--- config.mk ---
export PLATFORM = sky130hd
export DESIGN_NAME = mem_bus_ctrl
export DESIGN_NICKNAME = d
export VERILOG_FILES = /design/src/rtl/lsop_defs.sv /design/src/rtl/ls_align.sv /design/src/rtl/mem_bus_ctrl.sv
export SDC_FILE = /design/constraint.sdc
export NUM_CORES = 1
export LEC_CHECK = 0
export CAP_MARGIN = 10
export CORE_MARGIN = 8
export CORE_UTILIZATION = 49
export CTS_CLUSTER_SIZE = 16
export DETAILED_ROUTE_END_ITERATION = 8
export PLACE_DENSITY = 0.87
export SLEW_MARGIN = 15
export SYNTH_ARGS = -nofsm -noshare
export SYNTH_HDL_FRONTEND = slang
export SYNTH_HIERARCHICAL = 1
export SYNTH_SLANG_ARGS = --single-unit
--- constraint.sdc ---
create_clock -name clk -period 9.25 [get_ports clk]
set_input_delay 0.925 -clock clk [delete_from_list [all_inputs] [get_ports clk]]
set_output_delay 0.925 -clock clk [all_outputs]
set_load 0.02 [all_outputs]
--- src/rtl/lsop_defs.sv ---
// lsop_defs: load/store op codes, stall vectors and bus FSM states shared by the bus controller
package lsop_defs;
  typedef enum logic [3:0] {
    NOP = 4'd0, LB = 4'd1, LBU = 4'd2, LH = 4'd3, LHU = 4'd4,
    LW = 4'd5, SB = 4'd6, SH = 4'd7, SW = 4'd8
  } lsop_e;
  localparam logic [5:0] STALL_NONE  = 6'b000000;
  localparam logic [5:0] STALL_DATA  = 6'b011111;
  localparam logic [5:0] STALL_EX    = 6'b001111;
  localparam logic [5:0] STALL_ID    = 6'b000111;
  localparam logic [5:0] STALL_FETCH = 6'b000011;
  typedef enum logic [2:0] {IDLE, D_WAIT, D_DONE, I_WAIT, I_DONE} state_e;
endpackage

--- src/rtl/ls_align.sv ---
// ls_align: byte-lane select, store replication, load extension and misalignment detect
module ls_align
  import lsop_defs::*;
(
  input  logic [3:0]  lsop,
  input  logic [1:0]  off,
  input  logic [31:0] reg2,
  input  logic [31:0] rdata,
  output logic [3:0]  sel,
  output logic [31:0] wdata,
  output logic [31:0] rdata_ext,
  output logic        we,
  output logic        misalign
);
  logic        is_byte, is_half, is_word;
  logic [31:0] sh;
  always_comb begin
    is_byte   = lsop == LB || lsop == LBU || lsop == SB;
    is_half   = lsop == LH || lsop == LHU || lsop == SH;
    is_word   = lsop == LW || lsop == SW;
    sh        = rdata >> {off, 3'b000};
    sel       = is_byte ? 4'b0001 << off : is_half ? 4'b0011 << off : 4'b1111;
    wdata     = lsop == SB ? {4{reg2[7:0]}} : lsop == SH ? {2{reg2[15:0]}} : reg2;
    rdata_ext = lsop == LB  ? {{24{sh[7]}}, sh[7:0]} :
                lsop == LBU ? {24'd0, sh[7:0]} :
                lsop == LH  ? {{16{sh[15]}}, sh[15:0]} :
                lsop == LHU ? {16'd0, sh[15:0]} :
                lsop == LW  ? rdata : 32'd0;
    we        = lsop inside {SB, SH, SW};
    misalign  = (is_half && off[0]) || (is_word && off != 2'b00);
  end
endmodule

--- src/rtl/mem_bus_ctrl.sv ---
// mem_bus_ctrl: single-port bus arbiter for fetch and load/store with pipeline stall generation
module mem_bus_ctrl
  import lsop_defs::*;
#(
  parameter int TIMEOUT = 255,
  parameter int TO_W    = 8
) (
  input  logic        clk,
  input  logic        rst_n,
  input  logic [3:0]  mem_lsop,
  input  logic [31:0] mem_memaddr,
  input  logic [31:0] mem_reg2,
  input  logic        if_req,
  input  logic [31:0] if_addr,
  input  logic        stallreq_id,
  input  logic        stallreq_ex,
  output logic [5:0]  stall,
  output logic [31:0] mem_rdata,
  output logic [31:0] if_inst,
  output logic        if_valid,
  output logic        exc_misalign,
  output logic        bus_err,
  output logic        bus_req,
  output logic        bus_we,
  output logic [31:0] bus_addr,
  output logic [31:0] bus_wdata,
  output logic [3:0]  bus_sel,
  input  logic        bus_ack,
  input  logic [31:0] bus_rdata
);
  localparam logic [TO_W-1:0] TO_LAST = TO_W'(TIMEOUT - 1);
  state_e            state_q, state_d;
  logic [TO_W-1:0]   cnt_q, cnt_d;
  logic [3:0]        op_q, op_d, ls_op, sel;
  logic [1:0]        off_q, off_d, ls_off;
  logic              bus_req_q, bus_req_d, bus_we_q, bus_we_d;
  logic [31:0]       bus_addr_q, bus_addr_d, bus_wdata_q, bus_wdata_d;
  logic [3:0]        bus_sel_q, bus_sel_d;
  logic [31:0]       mem_rdata_q, mem_rdata_d, if_inst_q, if_inst_d;
  logic              if_valid_q, if_valid_d, exc_misalign_q, exc_misalign_d, bus_err_q, bus_err_d;
  logic [31:0]       wdata, rdata_ext;
  logic              we, misalign, dat, fin;
  // The op under way is held locally so extension stays correct while the pipeline is frozen.
  assign ls_op  = state_q == IDLE ? mem_lsop : op_q;
  assign ls_off = state_q == IDLE ? mem_memaddr[1:0] : off_q;
  ls_align u_align (
    .lsop(ls_op), .off(ls_off), .reg2(mem_reg2), .rdata(bus_rdata),
    .sel(sel), .wdata(wdata), .rdata_ext(rdata_ext), .we(we), .misalign(misalign)
  );
  always_comb begin
    state_d        = state_q;
    cnt_d          = cnt_q;
    op_d           = op_q;
    off_d          = off_q;
    bus_req_d      = bus_req_q;
    bus_we_d       = bus_we_q;
    bus_addr_d     = bus_addr_q;
    bus_wdata_d    = bus_wdata_q;
    bus_sel_d      = bus_sel_q;
    mem_rdata_d    = mem_rdata_q;
    if_inst_d      = if_inst_q;
    if_valid_d     = 1'b0;
    exc_misalign_d = 1'b0;
    bus_err_d      = 1'b0;
    dat            = state_q == D_WAIT;
    fin            = bus_ack || cnt_q == TO_LAST;
    case (state_q)
      IDLE: begin
        if (mem_lsop != NOP) begin
          op_d  = mem_lsop;
          off_d = mem_memaddr[1:0];
          cnt_d = '0;
          if (misalign) begin
            state_d        = D_DONE;
            exc_misalign_d = 1'b1;
            mem_rdata_d    = 32'd0;
          end else begin
            state_d     = D_WAIT;
            bus_req_d   = 1'b1;
            bus_we_d    = we;
            bus_addr_d  = mem_memaddr & 32'hFFFF_FFFC;
            bus_wdata_d = wdata;
            bus_sel_d   = sel;
          end
        end else if (if_req) begin
          state_d    = I_WAIT;
          cnt_d      = '0;
          bus_req_d  = 1'b1;
          bus_we_d   = 1'b0;
          bus_addr_d = if_addr & 32'hFFFF_FFFC;
          bus_sel_d  = 4'b1111;
        end
      end
      D_WAIT, I_WAIT: begin
        if (fin) begin
          state_d     = dat ? D_DONE : I_DONE;
          bus_req_d   = 1'b0;
          bus_we_d    = 1'b0;
          bus_err_d   = !bus_ack;
          mem_rdata_d = dat ? (bus_ack ? rdata_ext : 32'd0) : mem_rdata_q;
          if_inst_d   = dat ? if_inst_q : (bus_ack ? bus_rdata : 32'd0);
          if_valid_d  = !dat;
        end else begin
          cnt_d = cnt_q + 1'b1;
        end
      end
      default: state_d = IDLE;
    endcase
  end
  // Done states add nothing, so a completed op advances exactly once.
  always_comb begin
    stall = (((state_q == IDLE && mem_lsop != NOP) || state_q == D_WAIT) ? STALL_DATA : STALL_NONE) |
            (((state_q == IDLE && mem_lsop == NOP && if_req) || state_q == I_WAIT) ? STALL_FETCH : STALL_NONE) |
            (stallreq_ex ? STALL_EX : STALL_NONE) |
            (stallreq_id ? STALL_ID : STALL_NONE);
  end
  always_ff @(posedge clk) begin
    if (!rst_n) begin
      state_q        <= IDLE;
      cnt_q          <= '0;
      op_q           <= '0;
      off_q          <= '0;
      bus_req_q      <= 1'b0;
      bus_we_q       <= 1'b0;
      bus_addr_q     <= '0;
      bus_wdata_q    <= '0;
      bus_sel_q      <= '0;
      mem_rdata_q    <= '0;
      if_inst_q      <= '0;
      if_valid_q     <= 1'b0;
      exc_misalign_q <= 1'b0;
      bus_err_q      <= 1'b0;
    end else begin
      state_q        <= state_d;
      cnt_q          <= cnt_d;
      op_q           <= op_d;
      off_q          <= off_d;
      bus_req_q      <= bus_req_d;
      bus_we_q       <= bus_we_d;
      bus_addr_q     <= bus_addr_d;
      bus_wdata_q    <= bus_wdata_d;
      bus_sel_q      <= bus_sel_d;
      mem_rdata_q    <= mem_rdata_d;
      if_inst_q      <= if_inst_d;
      if_valid_q     <= if_valid_d;
      exc_misalign_q <= exc_misalign_d;
      bus_err_q      <= bus_err_d;
    end
  end
  assign bus_req      = bus_req_q;
  assign bus_we       = bus_we_q;
  assign bus_addr     = bus_addr_q;
  assign bus_wdata    = bus_wdata_q;
  assign bus_sel      = bus_sel_q;
  assign mem_rdata    = mem_rdata_q;
  assign if_inst      = if_inst_q;
  assign if_valid     = if_valid_q;
  assign exc_misalign = exc_misalign_q;
  assign bus_err      = bus_err_q;
endmodule

==> impl_metrics.toml <==
[die]
ios = 281
fp.dieH_um = 142
core_area_sq_um = 15700
num_rows = 46
die_w_um = 142
fp.dieArea_sq_um = 20100
start_util_pct = 49.5

[yosys]
yosysTopAreaCell = "dfxtp_1"
syn_area_sq_um = 7750
synth-seq-area-share_pct = 39.3
syn_inst = 956
synth_common_cells = "nand2_1, dfxtp_1, a21oi_1"
yosysMostFrequentCell = "nand2_1"
synth_top_cells_by_area = "dfxtp_1, nand2_1, a21oi_1"
avgSynthCellArea_sq_um = 8.11
ys_seq_elements = 152
ys.flop_type = "dfxtp_1"
synth-edff-count = 0
synthDistinctLibCells = 63
synth_top_cell_area_share_pct = 39.3
synth_warnings = 6
async_flop_share_pct = 0

[timing]
hold_viol = 0
slew_viol_final = 0
fin_skew_ns = 0.0108
finalCriticalPeriod_ns = 4.62
final.setup.tns_ns = 0
rsz0062_at_grt = "false"
relSlewSlack_pct = 24.9
fin_crit_sh_pct = 49.9
max_freq_ghz = 0.217
setup_viol = 0
worst_pin_slew_ns = 1.12
holdWs_ns = 0.451

[clock_network]
cts_setup_buffers = 0
clockBufferDepth = 2
htreeDepth = 4
clk_latency_ns = 0.42
cts_inserted_buffers = 17
ctsHoldBuffers = 0
cts_resized = 0
cts_root_buf = "clkbuf_16"
cts_tree = "done"
clkSinkCount = 152
clkTransAtPathRegs_ns = 0.05

[status]
outcome = "complete, no violations"

[detailed_routing]
post-route-drc-count = 0
first_pass_iters = 5
viasPerCell = 5.57
wire_per_inst_um = 18.9
ant_nets = 0
drt_iter0_markers = 653
wl_mm = 26.6
vias = 7851

[power_and_ir_drop]
sw_frac_of_total_pct = 41.5
power_density_nw_per_um2 = 304
p_leak_nw = 4.12
clkPwrFrac_pct = 20.7
peakVddDrop_uv = 188
internal-power_w = 0.00197
pwr-share-comb_pct = 52.8
p_seq_share_pct = 26.5
p_sw_w = 0.00140

[finish]
fill_cells = 1232
synthToLayoutAreaGrowth_pct = 42.7
fin_util_pct = 70.6
drive_gt1_share_pct = 9.57
fin_nets = 1322
multiInputGateArea_sq_um = 4200
ff_latch_area_sq_um = 3040

[setup_path]
cp-startpoint = "mem_lsop[2]"
r2r-end = "mem_rdata[8]"
cp-start-kind = "input pin"
ff2ff_path_depth = 12
r2r-start = "state_q[0]"
crit_type = "in2out"
crit_path_end_kind = "primary output"
r2r_slack_ns = 4.88
cp_max_fo = 39
crit_end = "stall[1]"
required_ns = 8.33
critPathArrivalTime_ns = 3.69

[placement]
portBuffers = 275
post-dp-hpwl_mm = 18.8
gp_congestion = 0.940

[worst_hold_path]
min_path_type = "reg2reg"

[grt]
grt_pass1_vias = 7457
grt_usage_pct = 25.7
grt_first_pass_wirelength_mm = 41.1
antenna_found_initial = 2
grt_overflow = 0
grt_max_degree = 78

[run]
max-cap-violations = 0
==> routing by layer <==
metal / global-route usage, % / share of wire (%)
met1: 30.6 / 40
met2: 42.5 / 48
met3: 8.74 / 9.6
met4: 8.82 / 2.3
met5: 0 / 0
==> cell families after synthesis <==
kind of cell	Yosys count	share of synthesized area [%]
multiplexers	73	11.0
other	1	0.0484
flip-flops	152	39.3
buffers and inverters	111	7.22
AO/OA/AOI/OAI	233	20.7
adder cells (fa/ha/maj)	6	0.969
AND/OR/NAND/NOR	380	20.8
==> power groups by stage <==
stage	clock network, W	logic, W	registers (W)
after global routing	0.000738	0.00191	0.000912
after global placement	0	0.00173	0.000898
after CTS	0.000709	0.00176	0.000893
after floorplan	0	0.00107	0.00106
final	0.000695	0.00178	0.000894
after detailed placement	0	0.00175	0.000905
==> per-stage QoR <==
step | setup WS, ns | power, W | area, sq um | instances
2_1_floorplan | 5.47 | 0.00213 | 7760 | 958
3_3_place_gp | 4.60 | 0.00262 | 10400 | 1374
3_5_place_dp | 4.51 | 0.00266 | 10400 | 1374
4_1_cts | 4.62 | 0.00336 | 11000 | 1406
5_1_grt | 4.47 | 0.00356 | 11100 | 1409
6_report | 4.63 | 0.00337 | 11100 | 1409
==> layout by cell type (no fill, tap or decap), drive strengths merged, types with 22 or more instances in the layout <==
cell	Yosys	final
nand2	294	294
a21oi	110	110
dfxtp	152	152
inv	23	24
a311oi	31	31
nor2	24	24
clkbuf	42	22
clkdlybuf4s50	0	274
o21ai	54	54
mux2i	46	46
==> registers in the layout, summed over array words and instances (netlist names) <==
name	count
bus_err	1
mem_rdata	32
if_valid	1
state_q	3
bus_sel	4
bus_addr	30
bus_wdata	32
bus_we	1
op_q	4
if_inst	32
exc_misalign	1
off_q	2
cnt_q	8
bus_req	1
==> area by class of cell <==
type / instances / area share [%]
Timing Repair Buffer: 289 / 25.9
Multi-Input combinational cell: 695 / 38.0
Tap cell: 216 / 2.44
Inverter: 23 / 0.803
Clock inverter: 10 / 1.07
Antenna cell: 2 / 0.0453
Clock buffer: 22 / 4.29
Sequential cell: 152 / 27.5
==> how the worst min path moves through the flow <==
stage | start | to | slack, ns | depth (start not counted)
after floorplan | op_q[1] | op_q[1] | 0.45 | 2
after global placement | bus_req | bus_req | 0.43 | 2
after detailed placement | bus_wdata[13] | bus_wdata[13] | 0.45 | 2
after CTS | bus_wdata[13] | bus_wdata[13] | 0.45 | 2
after global routing | bus_wdata[2] | bus_wdata[2] | 0.47 | 2
final | bus_wdata[12] | bus_wdata[12] | 0.45 | 2
==> critical path, stage by stage <==
cell             delay (ns)
clkdlybuf4s50_1        0.50
nor4_4                 0.29
buf_4                  0.43
a21boi_0               0.28
or3_1                  0.41
nand3b_1               0.19
clkdlybuf4s50_1        0.65
Power figures use the tool's default switching activity.
